[config.mk]
export PLATFORM = sky130hd
export DESIGN_NAME = time_display
export DESIGN_NICKNAME = d
export VERILOG_FILES = /design/src/rtl/time_display.sv
export SDC_FILE = /design/constraint.sdc
export NUM_CORES = 1
export LEC_CHECK = 0
export ABC_AREA = 1
export CELL_PAD_IN_SITES_DETAIL_PLACEMENT = 0
export CELL_PAD_IN_SITES_GLOBAL_PLACEMENT = 1
export CORE_MARGIN = 1
export CORE_UTILIZATION = 50
export CTS_CLUSTER_DIAMETER = 30
export DETAILED_ROUTE_END_ITERATION = 8
export PLACE_DENSITY_LB_ADDON = 0.1
export RECOVER_POWER = 50
export SLEW_MARGIN = 20
export SYNTH_ARGS = -nofsm -noshare
export SYNTH_HDL_FRONTEND = slang
export SYNTH_SLANG_ARGS = --single-unit
[constraint.sdc]
create_clock -name project_clk -period 9.59 [get_ports project_clk]
set_input_delay 1.4385 -clock project_clk [delete_from_list [all_inputs] [get_ports project_clk]]
set_output_delay 1.4385 -clock project_clk [all_outputs]
set_load 0.05 [all_outputs]
[src/rtl/time_display.sv]
// Six-digit multiplexed seven-segment driver for the 12-hour clock (HH MM SS).
// Synchronises inputs, snapshots once per frame, converts to BCD and scans digits.
module time_display #(
   parameter int REFRESH_DIV = 50000,
   parameter int BLINK_DIV   = 12500000
) (
   input  logic       project_clk,
   input  logic       rst,
   input  logic [3:0] hours,
   input  logic [5:0] minutes,
   input  logic [5:0] seconds,
   input  logic       am_pm,
   input  logic       set_h,
   input  logic       set_m,
   output logic [5:0] an,
   output logic [6:0] seg,
   output logic       dp
);

   localparam int RW = (REFRESH_DIV > 1) ? $clog2(REFRESH_DIV) : 1;
   localparam int BW = (BLINK_DIV > 1) ? $clog2(BLINK_DIV) : 1;
   localparam logic [6:0] SEG_BLANK = 7'b1111111;
   localparam logic [6:0] SEG_DASH  = 7'b0111111;

   // Tens/ones split by repeated subtraction; six steps cover 0..63.
   function automatic logic [7:0] split_bcd(input logic [5:0] v);
      logic [5:0] r;
      logic [3:0] t;
      r = v;
      t = 4'd0;
      for (int i = 0; i < 6; i++) begin
         if (r >= 6'd10) begin
            r = r - 6'd10;
            t = t + 4'd1;
         end
      end
      return {t, r[3:0]};
   endfunction

   function automatic logic [6:0] seg_code(input logic [3:0] d);
      logic [6:0] s;
      case (d)
         4'd0:    s = 7'b1000000;
         4'd1:    s = 7'b1111001;
         4'd2:    s = 7'b0100100;
         4'd3:    s = 7'b0110000;
         4'd4:    s = 7'b0011001;
         4'd5:    s = 7'b0010010;
         4'd6:    s = 7'b0000010;
         4'd7:    s = 7'b1111000;
         4'd8:    s = 7'b0000000;
         4'd9:    s = 7'b0010000;
         default: s = SEG_BLANK;
      endcase
      return s;
   endfunction

   logic [18:0]   sync1_q, sync2_q;
   logic [16:0]   snap_q, snap_d;
   logic [RW-1:0] ref_cnt_q, ref_cnt_d;
   logic [2:0]    digit_q, digit_d;
   logic [BW-1:0] blink_cnt_q, blink_cnt_d;
   logic          blink_on_q, blink_on_d;
   logic [5:0]    an_q, an_d;
   logic [6:0]    seg_q, seg_d;
   logic          dp_q, dp_d;

   logic [3:0] snap_h;
   logic [5:0] snap_m, snap_s;
   logic       snap_pm, set_h_s, set_m_s;
   logic [7:0] h_bcd, m_bcd, s_bcd;
   logic       h_bad, m_bad, s_bad;
   logic       ref_tc, blink_tc;
   logic [3:0] val;
   logic       bad, lz, blank;

   assign {snap_h, snap_m, snap_s, snap_pm} = snap_q;
   assign set_h_s = sync2_q[17];
   assign set_m_s = sync2_q[18];

   assign h_bcd = split_bcd({2'b00, snap_h});
   assign m_bcd = split_bcd(snap_m);
   assign s_bcd = split_bcd(snap_s);
   assign h_bad = (snap_h == 4'd0) || (snap_h > 4'd12);
   assign m_bad = snap_m > 6'd59;
   assign s_bad = snap_s > 6'd59;

   always_comb begin
      ref_tc      = (ref_cnt_q == RW'(REFRESH_DIV - 1));
      ref_cnt_d   = ref_tc ? '0 : ref_cnt_q + RW'(1);
      digit_d     = digit_q;
      if (ref_tc) digit_d = (digit_q == 3'd5) ? 3'd0 : digit_q + 3'd1;
      // Snapshot coincides with the 5->0 wrap so a whole frame shares one capture.
      snap_d      = (ref_tc && digit_q == 3'd5) ? sync2_q[16:0] : snap_q;
      blink_tc    = (blink_cnt_q == BW'(BLINK_DIV - 1));
      blink_cnt_d = blink_tc ? '0 : blink_cnt_q + BW'(1);
      blink_on_d  = blink_tc ? ~blink_on_q : blink_on_q;

      val = 4'd0;
      bad = 1'b0;
      lz  = 1'b0;
      case (digit_q)
         3'd0: begin val = s_bcd[3:0]; bad = s_bad; end
         3'd1: begin val = s_bcd[7:4]; bad = s_bad; end
         3'd2: begin val = m_bcd[3:0]; bad = m_bad; end
         3'd3: begin val = m_bcd[7:4]; bad = m_bad; end
         3'd4: begin val = h_bcd[3:0]; bad = h_bad; end
         3'd5: begin val = h_bcd[7:4]; bad = h_bad; lz = (h_bcd[7:4] == 4'd0); end
         default: ;
      endcase
      blank = !blink_on_q &&
              ((set_h_s && (digit_q == 3'd4 || digit_q == 3'd5)) ||
               (set_m_s && (digit_q == 3'd2 || digit_q == 3'd3)));

      if (blank)    seg_d = SEG_BLANK;
      else if (bad) seg_d = SEG_DASH;
      else if (lz)  seg_d = SEG_BLANK;
      else          seg_d = seg_code(val);
      an_d = ~(6'b000001 << digit_q);
      dp_d = !(digit_q == 3'd0 && snap_pm);
   end

   always_ff @(posedge project_clk or negedge rst) begin
      if (!rst) begin
         sync1_q     <= '0;
         sync2_q     <= '0;
         snap_q      <= '0;
         ref_cnt_q   <= '0;
         digit_q     <= 3'd0;
         blink_cnt_q <= '0;
         blink_on_q  <= 1'b1;
         an_q        <= 6'b111111;
         seg_q       <= SEG_BLANK;
         dp_q        <= 1'b1;
      end else begin
         sync1_q     <= {set_m, set_h, hours, minutes, seconds, am_pm};
         sync2_q     <= sync1_q;
         snap_q      <= snap_d;
         ref_cnt_q   <= ref_cnt_d;
         digit_q     <= digit_d;
         blink_cnt_q <= blink_cnt_d;
         blink_on_q  <= blink_on_d;
         an_q        <= an_d;
         seg_q       <= seg_d;
         dp_q        <= dp_d;
      end
   end

   assign an  = an_q;
   assign seg = seg_q;
   assign dp  = dp_q;

endmodule

; Word-level counts from Yosys, hierarchy flattened
; Memories as Yosys holds them, arrays and structs flattened.
; Cells that the tools add are included.
[totals]
register_bits = 113
elab_cells = 140
inputBits = 21
rom_bits = 112
mem_count = 1
[op_classes]
bitwise = 2
magnitude_cmp = 21
n_reduce_logical = 17
muxes = 45
n_addsub = 36
eq_ne = 7
shifts = 1
[memory_table]
columns = memory, words, word_bits, read_ports, rd_ports_with_merged_regs, write_ports, line
row1 = (name not given), 16, 7, 1, 0, 0, 42  ; case (d)
[ops]
columns = operator, n
row1 = $ge A6 B4 Y1 const B, 17
row2 = $mux W6, 15
row3 = $sub A6 B4 Y6 const B, 14
row4 = $mux W4, 18
row5 = $add A4 B1 Y4 const B, 15
row6 = $add A24 B1 Y24 const B, 1
row7 = $eq A24 B24 Y1 const B, 1
row8 = $mux W24, 1
row9 = $pmux W4 S6, 1
row10 = $mux W7, 3
row11 = $add A16 B1 Y16 const B, 1
row12 = $eq A16 B16 Y1 const B, 1
row13 = $mux W16, 1
row14 = $gt A6 B6 Y1 const B, 2
row15 = $sub A4 B4 Y4 const B, 3
row16 = $logic_not A4 Y1, 2
row17 = $eq A3 B2 Y1 const B, 2
row18 = $eq A3 B3 Y1 const B, 2
row19 = $not A6 Y6, 1
row20 = $reduce_or A2 Y1, 3
row21 = $shl A1 B3 Y6 const A, 1
row22 = $logic_and A1 B1 Y1, 5
row23 = $sub A4 B4 Y5 const B, 1
row24 = $ge A4 B4 Y1 const B, 1
row25 = 10 further kinds, 17

; Longest topological paths before layout
; Gate-level depths: netlist (run 1).
[logic_depth]
depth_word = 17
depth_mapped = 57
mapped_depth_nobuf = 57

; Worst setup path before layout (run 1)
; No wires, ideal clock.
[synth_path]
kind = register -> register
startpoint = reg snap_q[14]
endpoint = reg seg_q[3], in the netlist seg[3]
path_slack_ns = 3.867
arrival_ns = 5.641
required_ns = 9.508
setup_ns = 0.082
path_stages_with_launch = 54
path_cell_list = dfrtp_1 > inv_1 > ha_1 > inv_1 > ha_1 > inv_1 > nand2_4 > nand2_2 > nand2_4 > inv_1 > ha_1 > inv_1 > nor2_1 > nand4_4 > nand3_4 > nand2_1 > nand2_2 > ha_1 > [... 18 more ...] > nand3_2 > nand2_4 > inv_2 > nand3_4 > nand2_2 > nand2_2 > inv_2 > nand2_4 > nand2_4 > xor2_1 > inv_1 > nand2_1 > nand4_1 > inv_1 > ha_1 > or2_1 > nand2_1 > nand2_1
[synth_between]
elab_chain_cells = 17
word_cells_on_any_way = 40
cone_classes = add/sub: 11 / order compare: 7 / mux: 18 / reduce/logical: 3 / memory: 1
[synth_rtl]
columns = element, line
row1 = start: declaration, 59  ; logic [16:0] snap_q, snap_d;
row2 = start signal: assignment, 138  ; snap_q <= snap_d;
row3 = $sub A4 B4 Y5 / $ge A4 B4 Y1 (equally long branches), "33, 32"
row4 = $mux W6 / $mux W1 (equally long branches), 32  ; if (r >= 6'd10) begin
row5 = "$sub A6 B4 Y6, or another cell as far along", 33  ; r = r - 6'd10;
row6 = $mux W6 / $mux W4 (equally long branches), 32
row7 = "$sub A6 B4 Y6, or another cell as far along", 33
row8 = $mux W6 / $mux W4 (equally long branches), 32
row9 = "$sub A6 B4 Y6, or another cell as far along", 33
row10 = $mux W6 / $mux W4 (equally long branches), 32
row11 = [... 2 more ...], --
row12 = "$ge A6 B4 Y1, or another cell as far along", 32
row13 = $mux W4, 32
row14 = $pmux W4 S6 / $logic_not A4 Y1 (equally long branches), "102, 108"
row15 = $mem_v2 Z16 W7 / $mux W1 (equally long branches), --
row16 = $mux W7, 117  ; else if (lz) seg_d = SEG_BLANK;
row17 = $mux W7 (*), 116  ; else if (bad) seg_d = SEG_DASH;
row18 = $mux W7 (*), 115  ; if (blank) seg_d = SEG_BLANK;
row19 = named net seg_d[3], 65  ; logic [6:0] seg_q, seg_d;
row20 = end signal: assignment, 144  ; seg_q <= seg_d;
row21 = end: declaration, 65
; The timed path passes the listed nets; every way through them passes the cells marked *.
; A chain may end at the register's enable or synchronous reset.

; Worst setup path after layout (run 1)
; Ends and elaborated chain as after synthesis.

==> impl_metrics.yaml, run 1 <==
global_route:
  grt_max_degree: 59
  gr-total-overflow: 0
  antenna_found_initial: 0
  grt_pass1_wl_um: 27300
  groute.usage.overall: 0.205
  grt_pass1_vias: 5937
die:
  io_pins: 35
  die_area_mm2: 0.0167
  rows: 46
  die_y_um: 129
  die_w_um: 129
  fp.coreArea_mm2: 0.0158
  initial_core_util: 0.510
power:
  peakVddDrop_v: 0.000143
  clockPowerShare: 0.550
  leakagePower_nw: 4.97
  powerDensity_mw_per_mm2: 121
  power.share.sequential: 0.436
  p_int_uw: 873
  p_sw_frac: 0.219
  p_switching_uw: 245
  power_frac_comb: 0.014
logic_synthesis:
  ys_seq_elements: 113
  synth_edf_count: 0
  yosysMostFrequentCell: "nand2_1"
  yosysUniqueCellTypes: 54
  synth_common_cells: "nand2_1 (225), inv_1 (166), nor2_1 (100), dfrtp_1 (98), nand3_1 (76)"
  async_flop_share: 1.00
  synth_seq_area_share: 0.352
  syn_avg_cell_area_um2: 7.61
  syn_area_mm2: 0.00808
  synthCells: 1061
  synth_flop_cell: "dfrtp_1"
  yosysTopAreaCell: "dfrtp_1"
  ys_top_cells_by_area: "dfrtp_1 (30%), nand2_1 (10%), inv_1 (7.7%), ha_1 (6.7%), dfstp_2 (4.9%)"
  synth_nets: 1125
  yosys_warnings: 0
  synth_top_area_frac: 0.304
sta:
  fin_tns_setup_ps: 0
  worstMarginPinSlew_ps: 2850
  period_share: 0.655
  fmax_ghz: 0.159
  final-hold-violation-count: 0
  finalSetupViolCount: 0
  grt_setup_unrepaired: "false"
  max_slew_margin: -0.900
  drv_slew: 57
  finalCriticalPeriod_ps: 6280
  clock_skew_ps: 11.6
clocking:
  clk_pin_slew_ps: 60
  clk_path_buf_depth: 2
  cts_tree: "yes"
  ctsResizeCount: 0
  clkSinkCount: 113
  clk_latency_ps: 410
  cts-root-buf: "clkbuf_16"
  htreeDepth: 4
  cts_buffers: 17
  post-cts-setup-buffers: 0
  holdBufCountCts: 0
drt:
  viasPerCell: 4.73
  ant_nets: 0
  wl_um: 15400
  drcViolationCount: 0
  wl_per_cell_um: 11.5
  dr_total_vias: 6344
  dr.pass1.iters: 5
  drt-initial-drc-count: 271
layout:
  diodes: 0
  area_delta_synth_final_pct: 14.8
  nets: 1176
  drive_gt1_frac: 0.180
  design_area_mm2: 0.00927
placement:
  portBuffers: 34
  placed_area_mm2: 0.00869
  place.gp.congestion: 0.832
  hpwl_um: 12200
critical_path:
  crit_type: "flop to flop"
  worst_ep_required_time_ps: 9920
  crit_top_cell: "inv_1"
  arrival_ps: 6620
  crit_path_end_kind: "flop"
  cp_max_fo: 9
  rr_startpoint: "snap_q[14]"
  max_stage_delay_ps: 400
  start_kind: "flop"
  worstSetupStartpoint: "snap_q[14]"
  cp_slowest_cell: "dfrtp_1"
outcome:
  status: "complete, but fails checks"
  violations: "capacitance limit, slew limit"
worst_hold_path:
  min_path_type: "flop to flop"
  hold_path.startpoint: "sync1_q[7]"
run:
  drv_cap: 1
power by group through the flow:
stage	logic [mW]	registers [mW]	clock network [mW]
floorplan	0.0000297	0.495	0
global placement	0.0181	0.496	0
detailed placement	0.0181	0.496	0
CTS	0.0180	0.488	0.628
global route	0.0180	0.488	0.648
finish	0.0153	0.488	0.615
flip-flops by register name (all words and copies together) (netlist names):
register	cells
dp	1
digit_q	3
ref_cnt_q	16
seg	7
blink_on_q	1
sync2_q	19
sync1_q	19
an	6
blink_cnt_q	24
snap_q	17
stage by stage:
stage	worst slack, ps	instances	util	power [mW]	hold slack [ps]
finish	3310	1341	0.586	1.12	343
global route	2560	1341	0.586	1.15	351
CTS	3250	1341	0.586	1.13	347
detailed placement	3280	1309	0.549	0.514	336
global placement	3470	1309	0.549	0.514	332
floorplan	3870	1061	-	0.495	331
routing by layer:
| layer | track usage | wire length (um) | vias to the layer above |
|---|---|---|---|
| li1 | - | - | 3479 |
| met1 | 0.292 | 8130 | 2803 |
| met2 | 0.321 | 6900 | 58 |
| met3 | 0.0413 | 346 | 4 |
| met4 | 0.0471 | 49 | 0 |
| met5 | 0 | 0 | - |
cells by family (layout without fill, tap and decap cells):
logic type,Yosys count,after routing,synth area share
muxes,3,3,0.00418
buffers and inverters,201,265,0.0937
DFF,113,113,0.352
and+or+nand+nor,571,571,0.371
xor gates and xnor gates,26,26,0.0324
AOI/OAI and AO/OA,104,104,0.0795
adders and majority gates,43,43,0.0666
worst paths after layout:
kind                               to  depth (start not counted)  slack (ps)
setup reg to reg               seg[3]                         53        3310
min in group asynchronous  digit_q[0]                          1        1960
hold reg to reg            sync2_q[7]                          0         340
max in group asynchronous  snap_q[13]                          2        5720
hold / removal             sync2_q[7]                          0         340
setup / recovery               seg[3]                         53        3310
final cells by class:
cell class	count	area, um^2
well taps	216	270
flip-flops and latches	113	2850
fillers	1479	6560
inverters	197	742
clock inverters	12	120
repair buffers	36	349
clock buffers	20	467
multi-input cells	747	4480
cell usage in the layout (no fill, tap or decap), types with 9 or more instances in the layout:
cell / count
nand2_1: 224
inv_1: 166
nor2_1: 100
dfrtp_1: 98
nand3_1: 76
nand2_2: 44
ha_1: 43
a21oi_1: 39
inv_2: 27
nand4_1: 27
nand2_4: 26
o21ai_0: 24
nor3_1: 21
dlygate4sd3_1: 19
xor2_1: 18
clkbuf_16: 17
dfstp_2: 15
clkdlybuf4s50_1: 14
nand3_2: 12
o21ai_1: 9
critical path: cells and delay by family (launching register included):
family / cells / cell delay [ps]
adder cells (fa/ha/maj): 7 / 1250
buffers and inverters: 13 / 1010
flip-flops: 1 / 400
AND/OR/NAND/NOR: 31 / 3170
XOR/XNOR: 2 / 390
Power figures use the tool's default switching activity.
==> run 2, diff against run 1 <==
--- a/config.mk
+++ b/config.mk
@@ -9,7 +9,7 @@
 export CELL_PAD_IN_SITES_DETAIL_PLACEMENT = 0
 export CELL_PAD_IN_SITES_GLOBAL_PLACEMENT = 1
 export CORE_MARGIN = 1
-export CORE_UTILIZATION = 50
+export CORE_UTILIZATION = 46
 export CTS_CLUSTER_DIAMETER = 30
 export DETAILED_ROUTE_END_ITERATION = 8
 export PLACE_DENSITY_LB_ADDON = 0.1
==> constraint.sdc (replaced) <==
create_clock -name project_clk -period 6.5 [get_ports project_clk]
set_input_delay 0.975 -clock project_clk [delete_from_list [all_inputs] [get_ports project_clk]]
set_output_delay 0.975 -clock project_clk [all_outputs]
set_load 0.05 [all_outputs]
==> run 2 against run 1 <==
The run still ends with capacitance limit, slew limit left. Clock power increased by 48%. First-iteration DRC count down 21%. Utilization decreased by 4.2 points. Critical path depth did not move. Fmax grew 4.8%. Cell count increased by 1.5%. Hold slack better by 1.3 ps. Non-clock buffer count rose by 10. Cell area rose by 1.1%. Worst setup slack got worse by 2800 ps. Critical path type unchanged. Critical endpoint unchanged.
==> impl_metrics.yaml, run 2 (synthesis results as in run 1) <==
outcome:
  status: "complete, but fails checks"
  violations: "capacitance limit, slew limit"
global_route:
  antenna_found_initial: 0
  gr-total-overflow: 0
  grt_pass1_vias: 6133
  groute.usage.overall: 0.192
  grt_pass1_wl_um: 27900
  grt_max_degree: 63
layout:
  largest_reg_flops: 24
  regMostFlops: "blink_cnt_q"
  most-common-layout-cells: "nand2_1 (225), inv_1 (162), nor2_1 (99)"
  area_delta_synth_final_pct: 16.0
  n_fill_cell: 1685
  top_regs: "blink_cnt_q: 24 flops, sync1_q: 19 flops, sync2_q: 19 flops"
  drive_gt1_frac: 0.189
  final_common_cell: "nand2_1"
  nets: 1186
  design_area_mm2: 0.00937
sta:
  finalSetupViolCount: 0
  finalWorstSetupSlack_ps: 503
  drv_slew: 53
  finalCriticalPeriod_ps: 6000
  fmax_ghz: 0.167
  max_slew_margin: -0.871
  grt_setup_unrepaired: "false"
  period_share: 0.923
  worstMarginPinSlew_ps: 2810
  fin_tns_setup_ps: 0
  holdWs_ps: 344
  clock_skew_ps: 10.3
  final-hold-violation-count: 0
drt:
  ant_nets: 0
  drcViolationCount: 0
  wl_per_cell_um: 11.7
  drt-initial-drc-count: 214
  dr_total_vias: 6543
  viasPerCell: 4.81
  dr.pass1.iters: 4
  wl_um: 16000
power:
  peakVddDrop_v: 0.000192
  finalPower_mw: 1.65
  leakagePower_nw: 5.01
  powerDensity_mw_per_mm2: 176
critical_path:
  start_kind: "flop"
  arrival_ps: 6330
  worst_ep_required_time_ps: 6840
  crit_family: "simple AND/OR/NAND/NOR gates"
  crit_type: "flop to flop"
  cp_max_fo: 9
  max_stage_delay_ps: 410
  crit_top_cell: "inv_1"
  cp_slowest_cell: "dfrtp_1"
  crit_path_end_kind: "flop"
  path_buf_inv: 15
die:
  die_w_um: 135
  die_area_mm2: 0.0181
  io_pins: 35
  rows: 48
  die_y_um: 135
  fp.coreArea_mm2: 0.0172
  initial_core_util: 0.469
clocking:
  clk_latency_ps: 410
  cts_buffers: 17
  cts_tree: "yes"
  clk_path_buf_depth: 2
  htreeDepth: 4
  holdBufCountCts: 0
  clkSinkCount: 113
  clk_pin_slew_ps: 60
  cts-root-buf: "clkbuf_16"
placement:
  place.gp.congestion: 0.797
  placed_area_mm2: 0.00870
  dpl_worst_slack_ps: 167
  portBuffers: 34
  hpwl_um: 12400
worst_hold_path:
  min_path_type: "flop to flop"
run:
  drv_cap: 1
run 2: area by class of cell:
class | count | area, um^2 | share of cell area
Multi-Input combinational cell | 747 | 4500 | 0.480
Sequential cell | 113 | 2850 | 0.304
Inverter | 197 | 742 | 0.0792
Clock buffer | 20 | 447 | 0.0477
Timing Repair Buffer | 46 | 418 | 0.0446
Tap cell | 225 | 282 | 0.0300
Clock inverter | 12 | 135 | 0.0144
Antenna cell | 1 | 2.50 | 0.000267
run 2: metrics by stage:
step | std cells | utilization
floorplan | 1061 | -
global placement | 1319 | 0.505
detailed placement | 1319 | 0.505
CTS | 1351 | 0.539
global route | 1360 | 0.543
finish | 1361 | 0.544
run 2: power by group:
part	switching [mW]	internal, mW	leakage (nW)
registers	0.00338	0.717	1.41
clock network	0.332	0.575	0.273
logic	0.0145	0.00780	3.33
total	0.350	1.30	5.01
run 2: worst register-to-register path: cells and delay by family, from the launching register on:
kind / cells / cell delay [ps]
simple gates: 29 / 2960
fa+ha+maj: 7 / 1180
buf+inv: 15 / 1050
flops: 1 / 410
xor+xnor: 2 / 310
run 2: final timing paths:
kind	start	end	slack (ps)	cells past startpoint
hold / removal	sync1_q[1]	sync2_q[1]	340	0
hold reg to reg	sync1_q[1]	sync2_q[1]	340	0
max in group asynchronous	rst	blink_cnt_q[9]	2410	2
setup / recovery	snap_q[14]	seg[3]	500	53
min in group asynchronous	rst	ref_cnt_q[2]	1480	1
setup reg to reg	snap_q[14]	seg[3]	500	53
run 2: per-layer routing:
layer,GRT usage,wire length [um],up-vias
li1,-,-,3508
met1,0.267,8300,2962
met2,0.303,7100,60
met3,0.0357,385,13
met4,0.0612,187,0
met5,0,0,-
run 2: timing repair:
| action | 4_1_cts | 5_1_grt |
|---|---|---|
| resized for setup | 0 | 8 |
| buffers inserted | 0 | 9 |
| hold endpoints to repair | 0 | 0 |
| setup endpoints to repair | 0 | 7 |
